## config.mk

```make
export PLATFORM = sky130hd
export DESIGN_NAME = fetch_pc_unit
export DESIGN_NICKNAME = d
export VERILOG_FILES = /design/src/rtl/fetch_pc_unit_pkg.sv /design/src/rtl/fetch_pc_unit_pc_reg.sv /design/src/rtl/fetch_pc_unit.sv
export SDC_FILE = /design/constraint.sdc
export NUM_CORES = 1
export LEC_CHECK = 0
export CAP_MARGIN = 20
export CORE_MARGIN = 10
export CORE_UTILIZATION = 42
export CTS_CLUSTER_DIAMETER = 150
export DETAILED_ROUTE_END_ITERATION = 6
export GPL_ROUTABILITY_DRIVEN = 0
export GPL_TIMING_DRIVEN = 0
export PLACE_DENSITY = 0.89
export SLEW_MARGIN = 20
export SYNTH_ARGS = -nofsm -noshare
export SYNTH_HDL_FRONTEND = slang
export SYNTH_SLANG_ARGS = --single-unit
```

## constraint.sdc

```tcl
create_clock -name clk -period 11 [get_ports clk]
set_clock_uncertainty 0.05 [all_clocks]
set_input_delay 2.75 -clock clk [delete_from_list [all_inputs] [get_ports clk]]
set_output_delay 2.75 -clock clk [all_outputs]
set_load 0.05 [all_outputs]
```

## src/rtl/fetch_pc_unit_pkg.sv

```systemverilog
// Shared types and constants for the fetch PC unit.
// State encodings, word width, default NOP and the PC adder.
package fetch_pc_unit_pkg;

  localparam int WORD_W = 16;
  localparam logic [WORD_W-1:0] NOP_DEFAULT = 16'h0800;

  typedef enum logic [1:0] {
    S_REQ   = 2'd0,
    S_WAIT  = 2'd1,
    S_VALID = 2'd2,
    S_HALT  = 2'd3
  } fetch_state_t;

  // 16-bit ripple-carry adder used for the sequential PC.
  function automatic logic [WORD_W-1:0] rca16(
    input logic [WORD_W-1:0] a,
    input logic [WORD_W-1:0] b
  );
    logic [WORD_W-1:0] s;
    logic              c;
    c = 1'b0;
    for (int i = 0; i < WORD_W; i++) begin
      s[i] = a[i] ^ b[i] ^ c;
      c    = (a[i] & b[i]) | (c & (a[i] ^ b[i]));
    end
    return s;
  endfunction

endpackage

```

## src/rtl/fetch_pc_unit_pc_reg.sv

```systemverilog
// Word register with synchronous reset value and load enable.
// Used for both the PC and the EPC.
module pc_reg
  import fetch_pc_unit_pkg::*;
#(
  parameter logic [WORD_W-1:0] RST_VAL = '0
) (
  input  logic              clk,
  input  logic              rst,
  input  logic              we,
  input  logic [WORD_W-1:0] d,
  output logic [WORD_W-1:0] q
);

  always_ff @(posedge clk) begin
    if (rst)
      q <= RST_VAL;
    else if (we)
      q <= d;
  end

endmodule

```

## src/rtl/fetch_pc_unit.sv

```systemverilog
// Fetch-side PC owner: sequences imem reads, holds instr and EPC.
// Define FETCH_ALIGN_CHECK_EN to trap odd redirect targets.
module fetch_pc_unit
  import fetch_pc_unit_pkg::*;
#(
  parameter logic [WORD_W-1:0] RESET_PC  = 16'h0000,
  parameter logic [WORD_W-1:0] NOP_INSTR = NOP_DEFAULT
) (
  input  logic              clk,
  input  logic              rst,
  input  logic [WORD_W-1:0] nextpc,
  input  logic              take_nextpc,
  input  logic              stall,
  input  logic              halt,
  input  logic              epc_wr,
  input  logic [WORD_W-1:0] epc_wr_data,
  output logic              imem_req,
  output logic [WORD_W-1:0] imem_addr,
  input  logic              imem_done,
  input  logic [WORD_W-1:0] imem_data,
  output logic [WORD_W-1:0] instr,
  output logic              instr_valid,
  output logic [WORD_W-1:0] pc_plus2,
  output logic [WORD_W-1:0] epcValue,
  output logic              halted,
  output logic              err
);

  fetch_state_t      state_q;
  fetch_state_t      state_d;
  logic [WORD_W-1:0] pc_q;
  logic [WORD_W-1:0] pc_d;
  logic [WORD_W-1:0] instr_q;
  logic [WORD_W-1:0] redirect_pc;
  logic              retire;
  logic              misalign;
  logic              pc_we;

  assign retire = (state_q == S_VALID) && !stall;

`ifdef FETCH_ALIGN_CHECK_EN
  logic err_q;

  assign misalign    = take_nextpc & nextpc[0];
  assign redirect_pc = nextpc;
  assign err         = err_q;

  always_ff @(posedge clk) begin
    if (rst)
      err_q <= 1'b0;
    else if (retire && !halt && misalign)
      err_q <= 1'b1;
  end
`else
  assign misalign    = 1'b0;
  assign redirect_pc = nextpc & ~16'h0001;
  assign err         = 1'b0;
`endif

  assign pc_plus2  = rca16(pc_q, 16'd2);
  assign imem_addr = pc_q;
  assign pc_we     = retire && !halt && !misalign;
  assign pc_d      = take_nextpc ? redirect_pc : pc_plus2;

  pc_reg #(.RST_VAL(RESET_PC)) u_pc (
    .clk (clk),
    .rst (rst),
    .we  (pc_we),
    .d   (pc_d),
    .q   (pc_q)
  );

  pc_reg #(.RST_VAL('0)) u_epc (
    .clk (clk),
    .rst (rst),
    .we  (epc_wr),
    .d   (epc_wr_data),
    .q   (epcValue)
  );

  always_ff @(posedge clk) begin
    if (rst)
      state_q <= S_REQ;
    else
      state_q <= state_d;
  end

  always_ff @(posedge clk) begin
    if (rst)
      instr_q <= NOP_INSTR;
    else if (state_q == S_WAIT && imem_done)
      instr_q <= imem_data;
  end

  always_comb begin
    state_d = state_q;
    unique case (state_q)
      S_REQ:   state_d = S_WAIT;
      S_WAIT:  if (imem_done) state_d = S_VALID;
      S_VALID: begin
        if (retire)
          state_d = (halt || misalign) ? S_HALT : S_REQ;
      end
      S_HALT:  state_d = S_HALT;
      default: state_d = S_REQ;
    endcase
  end

  // Outputs are forced idle while reset is held.
  always_comb begin
    imem_req    = 1'b0;
    instr_valid = 1'b0;
    halted      = 1'b0;
    instr       = NOP_INSTR;
    if (!rst) begin
      unique case (state_q)
        S_REQ:   imem_req = 1'b1;
        S_VALID: begin
          instr_valid = 1'b1;
          instr       = instr_q;
        end
        S_HALT:  halted = 1'b1;
        default: ;
      endcase
    end
  end

endmodule

```

# --- Word level (Yosys, flattened, before mapping) ---
# Cells that the tools add are included.
# Widths: inputs -> output; s select.
totals:
  elab_cells: 57
  regBits: 49
  in_bits: 55
  out_inout_bits: 68
op_classes:
  mux: 13
  bitwise_logic: 28
  n_reduce_logical: 7
  n_eq_ne: 5
ops:
  columns: ["op", "n"]
  rows:
  - ["$mux 16", 3]
  - ["$xor 1x1->1", 14]
  - ["$and 1x1->1", 13]
  - ["$pmux 2 s4", 1]
  - ["$mux 1", 6]
  - ["$mux 2", 3]
  - ["$eq 2x2->1 const B", 2]
  - ["$ne 2x2->1 const B", 2]
  - ["$logic_and 1x1->1", 3]
  - ["$eq 2x1->1 const B", 1]
  - ["$logic_not 1->1", 2]
  - ["$logic_not 2->1", 1]
  - ["$reduce_and 2->1", 1]
  - ["$not 1->1", 1]

# --- Logic depth before layout (Yosys ltp) ---
logic_depth:
  ltp_word: 15
  ltp_mapped: 15
  depth_no_buf: 15

# --- By module ---
# A second synthesis with hierarchy kept.
unflattened:
  hier_cells: 243
  area_unflattened_um2: 2496.1
by_module_without_submodules:
  columns: ["mod", "area_each_um2", "n_inst", "cells_each", "seq_area_each_um2"]
  rows:
  - ["fetch_pc_unit", 1335.0, 1, 139, 360.3]
  - ["pc_reg", 580.6, 2, 52, 320.3]

# --- Worst setup path after synthesis ---
# Ideal clock, no wire load.
synth_path:
  kind: "input to output"
  startpoint: "input port rst"
  endpoint: "output port imem_req"
  t_required_ps: 8200
  cell_stages: 2
  setup_slack_ps: 4213
  n_path_buf: 1
  arrival_time_ps: 3987
  cell_sequence: "clkbuf_1 -> nor3_1"
synth_between:
  elab_chain_cells: 1
synth_rtl:
  columns: ["item", "line", "source"]
  rows:
  - ["start: declaration", "fetch_pc_unit.sv:10", "input logic rst,"]
  - ["$mux 1", "fetch_pc_unit.sv:115", "if (!rst) begin"]
  - ["end: declaration", "fetch_pc_unit.sv:17", "output logic imem_req,"]
# No other way between the ends.

# --- Worst setup path after layout ---
layout_path:
  startpoint: "input port rst"
  endpoint: "output port instr[10]"
layout_between:
  elab_chain_cells: 1
layout_rtl:
  columns: ["item", "line", "source"]
  rows:
  - ["$mux 16", "fetch_pc_unit.sv:115", null]
  - ["end: declaration", "fetch_pc_unit.sv:21", "output logic [WORD_W-1:0] instr,"]
# No other way between the ends.

==> flow_summary_export.csv <==
group,metric,value,unit
status,status,"finished, final reports clean",
clocking,cts_resized,0,
power,power-per-cell-area,114.3,nW/µm²
global_routing,grt_max_degree,16,
sta,post-route-period-util,70.20,%
final_layout,final-seq-area,980.9,µm²
yosys,async_flop_share,0,%
yosys,ys_warn_count,0,
detailed_routing,vias,2098,
sta,hold_viol_final,0,
yosys,syn_area_per_cell,9.239,µm²
setup_path,crit_fanout,10,
detailed_routing,drt_iter0_markers,73,
yosys,ys_seq_area_share,43.87,%
sta,rsz0062_at_grt,"no",
sta,worst_pin_slew,547.0,ps
sta,min_period,7722,ps
die,num_rows,26,
setup_path,crit_required,8200,ps
detailed_routing,dr_wl_met3,762,µm
setup_path,cpMaxStageDelayCell,"clkdlybuf4s50_1",
detailed_routing,viasPerCell,4.790,
sta,slew_headroom,63.42,%
die,die_h,92.96,µm
power,ir_worst_vdd,68.23,µV
setup_path,cp.arrival,4920,ps
setup_path,path_class,"primary input to output pin",
sta,maxSlewViolCount,0,
final_layout,final_common_cell,"clkdlybuf4s50_1",
setup_path,r2r_cells,15,
clocking,holdBufCountCts,0,
yosys,synth_edf_count,0,
final_layout,drive_gt1_share,7.065,%
final_layout,area_growth,61.56,%
job,maxCapViolations,0,
detailed_routing,drc,0,
final_layout,nFillCells,431,
yosys,ys.flop_type,"dfxtp_1",
power,p_leak,1.495,nW
die,die_w,92.96,µm
setup_path,cp_common_cell,"clkdlybuf4s50_1",
final_layout,n_antenna_cell,0,
die,core,5140,µm²
die,die_area,8642,µm²
setup_path,end_kind,"output pin",
clocking,root_buffer,"clkbuf_8",
detailed_routing,wl_met2,3359,µm
hold_path,min_path_type,"flop to flop",
detailed_routing,postRouteAntennaNets,0,
die,ioPinCount,123,
final_layout,nNetsFinal,435,
sta,setup_tns,0,ps
yosys,yosysUniqueCellTypes,28,
clocking,postCtsSetupBuffers,0,
detailed_routing,wire_per_inst,15.62,µm
hold_path,min_path_cells,2,
yosys,synth_area,2236,µm²
clocking,tritoncts,"yes",
sta,setup_viol,0,
clocking,clock-sinks,49,
yosys,synthCells,242,
detailed_routing,wl,6840,µm
clocking,path_clk_slew,90,ps
place,dp_hpwl,5553,µm
detailed_routing,drt_pass1_iterations,4,
sta,max_freq,129.5,MHz
yosys,ys_ff_latch,49,
setup_path,critPathLaunchType,"primary input",
place,port-buffer-count,116,
setup_path,path_cells,"clkdlybuf4s50_1, nor3b_2, buf_2, and2_1, clkdlybuf4s50_1",
clocking,htreeDepth,2,
global_routing,grtUsageTotal,15.13,%
power,power.total,0.0004129,W
detailed_routing,highest-signal-layer,"met4",
global_routing,grt_pass1_wl,10810,µm
final_layout,final_cell_mix,"clkdlybuf4s50_1 (116), dfxtp_1 (49), nand2_1 (33), nor2_1 (31), mux2i_1 (30)",
final_layout,multi_input_area,1134,µm²
clocking,clock_latency,300,ps
setup_path,crit_path_max_incr_delay,820,ps
global_routing,grt_overflow,0,
global_routing,grt_pass1_vias,2178,
clocking,cts_made_buffers,5,
clocking,max-clock-path-buffers,2,
detailed_routing,drt-met1-wl,2683,µm
die,start_util,43.50,%
global_routing,antenna_found_initial,0,
[Yosys cell counts, drive strengths merged, types with 2 or more instances]
cell type	n	area (µm²)
a211oi	14	105.1
dfxtp	49	980.9
ha	13	162.7
nand3	2	10.01
clkbuf	3	11.26
nand2	33	123.9
mux2i	30	300.3
and2	16	100.1
buf	17	106.4
inv	3	11.26
a21oi	18	90.09
nor2	31	116.4
[power breakdown]
| group | total (W) | switching (W) | leakage, nW | internal, W |
|---|---|---|---|---|
| Combinational | 0.0000899 | 0.0000498 | 1.04 | 0.0000401 |
| Clock | 0.000133 | 0.0000588 | 0.0574 | 0.0000739 |
| Sequential | 0.000190 | 0.00000468 | 0.400 | 0.000186 |
[worst max-delay path: cells and delay by family]
family                 cells  cell delay [ps]
buffers and inverters      3             1590
AND/OR/NAND/NOR            2              580
[metrics by stage]
step | cells | cell area [µm²] | setup WS (ps) | hold WS (ps) | util [%]
2_1_floorplan | 244 | 2243 | 4213 | 379.6 | -
3_3_place_gp | 430 | 3492 | 3329 | 386.7 | 67.94
3_5_place_dp | 430 | 3492 | 3286 | 393.0 | 67.94
4_1_cts | 438 | 3612 | 3278 | 405.8 | 70.28
5_1_grt | 438 | 3612 | 3149 | 421.6 | 70.28
6_report | 438 | 3612 | 3278 | 404.5 | 70.28
[final timing paths]
kind	startpoint	endpoint	slack [ps]
max	rst	instr[10]	3280
min	instr_q[10]	instr_q[10]	400
max reg2reg	u_pc.q[1]	u_pc.q[15]	7630
min reg2reg	instr_q[10]	instr_q[10]	400
[sequential cells by signal, summed over array words and instances (netlist names)]
| signal | flops |
|---|---|
| u_pc.q | 15 |
| instr_q | 16 |
| state_q | 2 |
| u_epc.q | 16 |
[cell type report]
type | count | share of cell area [%]
buffer | 20 | 3.256
timing repair buffer | 116 | 32.14
sequential | 49 | 27.16
inverter | 3 | 0.3117
tap | 70 | 2.425
clock inverter | 2 | 1.039
multi-input combinational | 172 | 31.38
clock buffer | 6 | 2.286
[routing by layer]
layer  up-vias  track usage (%)
met2        70            26.23
li1       1061                -
met1       963            16.47
met4         0            3.085
met5         -                0
met3         4            7.103
[logic make-up after synthesis]
family                   synth area share [%]
AO/OA/AOI/OAI                           10.30
XOR/XNOR                               0.3918
adder cells (fa/ha/maj)                 7.275
buffers and inverters                   5.764
flip-flops                              43.87
multiplexers                            13.43
other                                  0.1677
AND/OR/NAND/NOR                         18.80
Note: power is estimated with default switching activity, not from simulation.
